**src/rtl/controla_entrada.sv**
```systemverilog
// controla_entrada: user-side end of the CPU input-wait handshake.
// While bloq_cpu is high it waits for a debounced press of the confirm button.
// On a valid press it latches chaves into dado_entrada and pulses READY once.
// A press must be fully released (debounced low) before another READY is possible.
module controla_entrada #(
  parameter int DATA_W          = 8,
  parameter int DEBOUNCE_CYCLES = 16
) (
  input  logic              clk,
  input  logic              reset,        // asynchronous, active-low
  input  logic              bloq_cpu,
  input  logic              botao,
  input  logic [DATA_W-1:0] chaves,
  output logic              READY,
  output logic [DATA_W-1:0] dado_entrada,
  output logic              aguardando
);

  localparam int CNT_W = $clog2(DEBOUNCE_CYCLES + 1);
  localparam logic [CNT_W-1:0] CNT_LIM = CNT_W'(DEBOUNCE_CYCLES);
  localparam logic [CNT_W-1:0] CNT_ONE = CNT_W'(1);

  typedef enum logic [2:0] {
    S_IDLE,
    S_ARMED,
    S_DEBOUNCE,
    S_ACK,
    S_RELEASE
  } state_t;

  state_t            r_state;
  state_t            w_state_next;
  logic              r_sync1;
  logic              r_sync2;
  logic [1:0]        r_warm;
  logic              w_btn_s;
  logic              w_sync_ok;
  logic [CNT_W-1:0]  r_cnt;
  logic [CNT_W-1:0]  w_cnt_next;
  logic [CNT_W-1:0]  w_cnt_inc;
  logic              w_ack_entry;
  logic              r_ready;
  logic [DATA_W-1:0] r_dado;
  logic              r_aguard;

  assign w_btn_s   = r_sync2;
  // The synchronizer is cleared by reset, so its output reads 0 for two
  // cycles after release even if the button is held. r_warm marks when
  // btn_s reflects the real pin again, so a button held through reset
  // is not mistaken for a release followed by a fresh press.
  assign w_sync_ok = r_warm[1];
  // Saturating increment; the counter never wraps.
  assign w_cnt_inc = (r_cnt == CNT_LIM) ? r_cnt : r_cnt + CNT_ONE;

  // Two-flop synchronizer for the push button plus warm-up tracker.
  always_ff @(posedge clk or negedge reset) begin
    if (!reset) begin
      r_sync1 <= 1'b0;
      r_sync2 <= 1'b0;
      r_warm  <= 2'b00;
    end else begin
      r_sync1 <= botao;
      r_sync2 <= r_sync1;
      r_warm  <= {r_warm[0], 1'b1};
    end
  end

  // Next-state and counter logic for the handshake FSM.
  always_comb begin
    w_state_next = r_state;
    w_cnt_next   = r_cnt;
    case (r_state)
      S_IDLE: begin
        w_cnt_next = '0;
        if (bloq_cpu && w_sync_ok && !w_btn_s)
          w_state_next = S_ARMED;
      end
      S_ARMED: begin
        w_cnt_next = '0;
        if (!bloq_cpu) begin
          w_state_next = S_IDLE;
        end else if (w_btn_s) begin
          w_state_next = S_DEBOUNCE;
          w_cnt_next   = CNT_ONE;
        end
      end
      S_DEBOUNCE: begin
        if (!bloq_cpu) begin
          w_state_next = S_IDLE;
          w_cnt_next   = '0;
        end else if (!w_btn_s) begin
          w_state_next = S_ARMED;
          w_cnt_next   = '0;
        end else if (r_cnt == CNT_LIM) begin
          w_state_next = S_ACK;
          w_cnt_next   = '0;
        end else begin
          w_cnt_next = w_cnt_inc;
        end
      end
      S_ACK: begin
        w_state_next = S_RELEASE;
        w_cnt_next   = '0;
      end
      S_RELEASE: begin
        // bloq_cpu is deliberately ignored: the press must end first.
        if (w_btn_s) begin
          w_cnt_next = '0;
        end else if (r_cnt == CNT_LIM) begin
          w_state_next = S_IDLE;
          w_cnt_next   = '0;
        end else begin
          w_cnt_next = w_cnt_inc;
        end
      end
      default: begin
        w_state_next = S_IDLE;
        w_cnt_next   = '0;
      end
    endcase
  end

  assign w_ack_entry = (r_state == S_DEBOUNCE) && (w_state_next == S_ACK);

  // State, counter and registered outputs.
  always_ff @(posedge clk or negedge reset) begin
    if (!reset) begin
      r_state  <= S_IDLE;
      r_cnt    <= '0;
      r_ready  <= 1'b0;
      r_dado   <= '0;
      r_aguard <= 1'b0;
    end else begin
      r_state  <= w_state_next;
      r_cnt    <= w_cnt_next;
      r_ready  <= w_ack_entry;
      r_aguard <= (w_state_next == S_ARMED) || (w_state_next == S_DEBOUNCE);
      if (w_ack_entry)
        r_dado <= chaves;
    end
  end

  assign READY        = r_ready;
  assign dado_entrada = r_dado;
  assign aguardando   = r_aguard;

endmodule

```
**config.mk**
```make
export PLATFORM = sky130hd
export DESIGN_NAME = controla_entrada
export DESIGN_NICKNAME = d
export VERILOG_FILES = /design/src/rtl/controla_entrada.sv
export SDC_FILE = /design/constraint.sdc
export NUM_CORES = 1
export LEC_CHECK = 0
export CAP_MARGIN = 20
export CORE_UTILIZATION = 45
export DETAILED_ROUTE_END_ITERATION = 10
export PLACE_DENSITY = 0.77
export SYNTH_ARGS = -nofsm -noshare
export SYNTH_HDL_FRONTEND = slang
export SYNTH_SLANG_ARGS = --single-unit
export TNS_END_PERCENT = 5
```
**constraint.sdc**
```tcl
create_clock -name clk -period 3.17 [get_ports clk]
set_clock_uncertainty 0.1 [all_clocks]
set_input_delay 0.4755 -clock clk [delete_from_list [all_inputs] [get_ports clk]]
set_output_delay 0.4755 -clock clk [all_outputs]
set_load 0.02 [all_outputs]
```
==> results.py, run 1 <==
metrics = {
    "detailed_routing": {
        "drtIter0Drc": 4,
        "ant_nets": 0,
        "wl_mm": 1.48,
        "via_count": 592,
        "drtPass1Iterations": 2,
        "route.detailed.drc": 0,
        "wl_per_cell_um": 12.5,
        "viasPerCell": 4.97,
    },
    "worst_setup_path": {
        "arrival_ns": 1.29,
        "critPathMaxFanout": 2,
        "cp_num_buf_inv": 1,
        "path_cells": "clkdlybuf4s50_1",
        "reg2reg_slack_ns": 1.46,
        "cp-end-kind": "output pin",
        "cp.required_ns": 2.59,
        "critPathSlowestCell": "clkdlybuf4s50_1",
        "critPathTopFamily": "buffers and inverters",
        "start_kind": "register",
        "path_class": "register to output pin",
        "max_stage_delay_ns": 0.63,
    },
    "power": {
        "power.switching_uw": 96.4,
        "irDropWorstVdd_uv": 292,
        "clock_power_share_pct": 26.7,
        "pwr-share-seq_pct": 65.5,
        "p_int_uw": 350,
        "swShare_pct": 21.6,
        "power_density_nw_per_um2": 371,
        "total_power_uw": 446,
        "comb_power_share_pct": 7.9,
        "power_leakage_nw": 0.547,
    },
    "grt": {
        "gr-usage-met2_pct": 26.8,
        "grt_use_met1_pct": 20.5,
        "top_usage_layer": "met2",
        "grtUsageTotal_pct": 15.9,
        "overflow": 0,
        "antenna_found_initial": 0,
        "grt_pass1_vias": 593,
        "grt_max_degree": 23,
        "grt_pass1_wl_mm": 2.49,
        "use_met3_pct": 4.53,
    },
    "cts": {
        "ctsResizeCount": 0,
        "root_buffer": "clkbuf_4",
        "insertion_delay_ns": 0.29,
        "clk_pin_slew_ns": 0.11,
        "htree_levels": 1,
        "cts-hold-fix-buffers": 0,
        "cts_buffers": 3,
        "cts_tree": "built",
        "cts_setup_buffers": 0,
        "clkSinkCount": 22,
        "clockBufferDepth": 2,
    },
    "timing": {
        "hold_viol_final": 0,
        "slew_viol_final": 0,
        "max_freq_mhz": 536,
        "final-setup-viol-count": 0,
        "slew_headroom_pct": 37.4,
        "finalCriticalPeriod_ns": 1.87,
        "max_slew.worst_pin.slew_ns": 0.936,
        "tns_ns": 0,
        "rsz0062_at_grt": "no",
        "post-route-period-util_pct": 58.9,
    },
    "yosys": {
        "ys_seq_area_share_pct": 57.7,
        "yosys_warnings": 0,
        "syn_area_per_cell_sq_um": 13.6,
        "synth_fp_nets": 84,
        "netlist_area_sq_um": 953,
        "ys_ff_latch": 22,
        "synthesis.instances": 70,
        "synth_cell_types": 31,
    },
    "placement": {
        "hpwl_mm": 1.12,
        "finalWeightedCongestion": 0.674,
        "io_buffers": 21,
    },
    "outcome": {
        "status": "completed",
    },
    "floorplanning": {
        "fp.coreArea_sq_um": 1980,
        "dieArea_sq_um": 2310,
        "fp.dieW_um": 48.0,
        "boundaryPins": 22,
        "rows": 16,
        "die_y_um": 48.0,
        "initial_core_util_pct": 48.1,
    },
    "cells_and_area": {
        "syn2layout_area_growth_pct": 26.0,
        "multiInputGateArea_sq_um": 362,
        "fillers": 165,
        "layout.area.seq_sq_um": 551,
        "drive_above_1_share_pct": 20.7,
        "fin_nets": 108,
        "antennaDiodeCount": 0,
    },
    "run": {
        "drv_cap": 0,
    },
    "worst_hold_path": {
        "hold_path.class": "register to register",
    },
}
[logic make-up (layout without fill, tap and decap cells)]
family / count (synthesis) / count (layout) / synth area share, %
flip-flops: 22 / 22 / 57.7
AND/OR/NAND/NOR: 18 / 18 / 15.0
multiplexers: 8 / 8 / 9.45
buffers and inverters: 8 / 30 / 4.33
AO/OA/AOI/OAI: 7 / 7 / 6.04
XOR/XNOR: 4 / 4 / 4.46
adder cells (fa/ha/maj): 2 / 2 / 2.62
other: 1 / 1 / 0.393
[synthesized netlist by cell type]
master	number	area share [%]
a221oi_1	1	0.92
inv_1	6	2.4
a211o_2	1	1.0
buf_4	1	0.79
xnor2_1	1	0.92
nand4_4	1	2.2
o21ai_2	1	0.92
nand3b_1	1	0.79
and2_1	1	0.66
a31o_2	1	0.92
a2111oi_0	1	0.92
or3b_1	1	0.92
nor2_1	4	1.6
and4bb_2	1	1.3
xor2_1	2	1.8
xor2_2	1	1.7
a211oi_1	1	0.79
a21oi_1	1	0.52
buf_6	1	1.2
conb_1	1	0.39
nand2_1	1	0.39
ha_1	2	2.6
nor3b_1	1	0.79
or3_1	1	0.66
and3b_2	1	1.0
dfrtp_1	22	58
nand4b_1	1	0.92
mux2_2	8	9.4
nor3b_4	1	2.0
nand4_1	1	0.66
nand3_1	2	1.0
[area by class of cell]
class	count	area share [%]
clock buffer	3	1.88
timing repair buffer	21	17.5
tap	27	2.81
multi-input combinational	40	30.1
sequential	22	45.8
inverter	6	1.88
[sequential cells by signal, indices dropped and copies added (netlist names)]
signal and cells:
READY 1, r_cnt 5, r_warm 2, aguardando 1, dado_entrada 8, r_state 3, r_sync2 1, r_sync1 1
[per-layer routing]
metal / wire length, um / vias to the layer above
met5: 0 / -
met1: 635 / 296
met2: 784 / 11
met3: 62 / 0
li1: - / 285
met4: 0 / 0
[power by group through the flow]
stage	combinational, mW	clock (mW)	sequential, mW
6_report	0.0351	0.119	0.292
5_1_grt	0.0398	0.136	0.293
4_1_cts	0.0361	0.126	0.292
3_5_place_dp	0.0360	0	0.298
3_3_place_gp	0.0353	0	0.297
2_1_floorplan	0.0165	0	0.295
[metrics by stage]
stage | hold slack [ns] | std cells | util, % | area (sq um) | worst slack [ns]
final | 0.265 | 119 | 60.6 | 1200 | 1.30
after global routing | 0.279 | 119 | 60.6 | 1200 | 1.25
after CTS | 0.270 | 119 | 60.6 | 1200 | 1.29
after detailed placement | 0.242 | 116 | 59.5 | 1180 | 1.20
after global placement | 0.234 | 116 | 59.5 | 1180 | 1.22
after floorplan | 0.0799 | 70 | - | 953 | 1.61
[placed cells by master, fill, tap and decap left out, drive strengths merged, types with 2 or more instances in the layout]
cell           synthesis  final
nand3                  2      2
inv                    6      6
nor3b                  2      2
ha                     2      2
mux2                   8      8
clkbuf                 0      3
clkdlybuf4s50          0     21
nand4                  2      2
xor2                   3      3
dfrtp                 22     22
nor2                   4      4
[worst paths after layout]
check / startpoint / end / cells past startpoint
max: dado_entrada[4] / dado_entrada[4] / 1
min: r_sync1 / r_sync2 / 0
max reg2reg: r_cnt[0] / r_state[2] / 5
min reg2reg: r_sync1 / r_sync2 / 0
max in group asynchronous: reset / r_state[0] / 1
min in group asynchronous: reset / r_cnt[2] / 1
Note: power is estimated with default switching activity, not from simulation.
==> run 2: changes to the inputs <==
==> constraint.sdc (replaced) <==
create_clock -name clk -period 1.95 [get_ports clk]
set_clock_uncertainty 0.1 [all_clocks]
set_input_delay 0.2925 -clock clk [delete_from_list [all_inputs] [get_ports clk]]
set_output_delay 0.2925 -clock clk [all_outputs]
set_load 0.02 [all_outputs]
==> results.py, run 2 (synthesis results as in run 1) <==
metrics = {
    "power": {
        "power_density_nw_per_um2": 638,
        "power_leakage_nw": 0.559,
        "irDropWorstVdd_uv": 390,
    },
    "cts": {
        "root_buffer": "clkbuf_4",
        "cts_buffers": 3,
        "cts-hold-fix-buffers": 0,
        "cts_setup_buffers": 0,
        "clkSinkCount": 22,
        "clockBufferDepth": 2,
        "insertion_delay_ns": 0.31,
        "cts_tree": "built",
        "ctsResizeCount": 0,
        "htree_levels": 1,
        "clk_pin_slew_ns": 0.11,
    },
    "worst_setup_path": {
        "critPathMaxFanout": 5,
        "start_kind": "register",
        "cp-end-kind": "register",
        "reg2reg_slack_ns": 0.22,
        "path_class": "register to register",
        "r2r_cells": 5,
        "cp_num_buf_inv": 1,
        "reg2reg_to": "r_state[2]",
        "cp.required_ns": 2.11,
        "critPathSlowestCell": "a2111oi_0",
        "max_stage_delay_ns": 0.45,
        "path_cells": "inv_1 -> ha_1 -> and4bb_2 -> a2111oi_0 -> a31o_2",
        "critPathTopFamily": "compound AO/OA/AOI/OAI gates",
        "r2r-start": "r_cnt[0]",
        "arrival_ns": 1.89,
    },
    "floorplanning": {
        "dieArea_sq_um": 2310,
        "fp.dieW_um": 48.0,
        "rows": 16,
        "fp.coreArea_sq_um": 1980,
        "die_y_um": 48.0,
        "boundaryPins": 22,
        "initial_core_util_pct": 48.1,
    },
    "timing": {
        "rsz0062_at_grt": "no",
        "post-route-period-util_pct": 88.7,
        "slew_viol_final": 0,
        "max_freq_mhz": 578,
        "finalCriticalPeriod_ns": 1.73,
        "tns_ns": 0,
        "hold_viol_final": 0,
        "whs_ns": 0.219,
        "final-setup-viol-count": 0,
    },
    "placement": {
        "hpwl_mm": 1.15,
        "finalWeightedCongestion": 0.690,
        "io_buffers": 21,
        "dpl_cell_area_sq_um": 1190,
    },
    "cells_and_area": {
        "layout_common_cells": "dfrtp_1, clkdlybuf4s50_1, mux2_2, inv_1, nor2_1",
        "syn2layout_area_growth_pct": 28.2,
        "layout_commonest_cell": "dfrtp_1",
        "largest_reg_flops": 8,
        "postLayoutCoreUtil_pct": 61.7,
        "stdcell_area_sq_um": 1220,
        "antennaDiodeCount": 0,
        "fin_nets": 109,
        "drive_above_1_share_pct": 22.3,
    },
    "detailed_routing": {
        "wl_per_cell_um": 12.6,
        "route.detailed.drc": 0,
        "drtPass1Iterations": 2,
        "viasPerCell": 5.01,
        "drtIter0Drc": 4,
        "ant_nets": 0,
        "wl_mm": 1.52,
        "via_count": 606,
    },
    "grt": {
        "grt_max_degree": 23,
        "grt_pass1_vias": 623,
        "antenna_found_initial": 0,
        "grt_pass1_wl_mm": 2.51,
        "overflow": 0,
        "grtUsageTotal_pct": 16.4,
    },
    "outcome": {
        "status": "completed",
    },
    "run": {
        "drv_cap": 0,
    },
    "worst_hold_path": {
        "hold_path.class": "input pin to async pin",
    },
}
run 2: changes by cell type in the layout (fill, tap and decap cells not counted), sizes merged:
cell | before | now
buf | 0 | 1
clkbuf | 3 | 4
run 2: cell type report:
class	count	area (sq um)
inverters	6	22.5
fillers	163	759
clock buffers	4	36.3
repair buffers	22	218
well taps	27	33.8
flip-flops and latches	22	551
multi-input cells	40	362
run 2: where the power goes:
group | switching [mW] | leakage (nW) | internal (mW)
combinational | 0.0251 | 0.242 | 0.0333
clock | 0.133 | 0.0210 | 0.114
sequential | 0.0102 | 0.296 | 0.465
run 2: worst max-delay path by stage:
stage	start	end	slack (ns)	depth (start not counted)
2_1_floorplan	r_cnt[0]	r_state[2]	0.39	5
3_3_place_gp	bloq_cpu	dado_entrada[5]	0.18	4
3_5_place_dp	bloq_cpu	dado_entrada[1]	0.14	4
4_1_cts	r_cnt[0]	r_state[2]	0.21	5
5_1_grt	r_cnt[0]	r_state[2]	0.13	5
6_report	r_cnt[0]	r_state[2]	0.22	5
run 2: layer usage:
layer  up-vias  wire [um]  global-route usage [%]  part of all wire [%]
li1        288          -                       -                     -
met1       299        613                    17.6                    40
met2        14        801                    29.7                    53
met3         5         72                    3.77                   4.7
met4         0         33                    8.33                   2.2
met5         -          0                       0                     0
run 2: metrics by stage:
stage / std cells / setup WS [ns] / power, mW
floorplan: 70 / 0.392 / 0.506
global placement: 117 / 0.182 / 0.542
detailed placement: 117 / 0.140 / 0.544
CTS: 121 / 0.208 / 0.785
global route: 121 / 0.132 / 0.814
finish: 121 / 0.220 / 0.780
run 2: worst register-to-register path, delay by kind of cell, from the launching register on:
family / cells / cell delay [ns]
AO/OA/AOI/OAI: 2 / 0.61
flip-flops: 1 / 0.43
AND/OR/NAND/NOR: 1 / 0.28
adder cells (fa/ha/maj): 1 / 0.19
buffers and inverters: 1 / 0.06
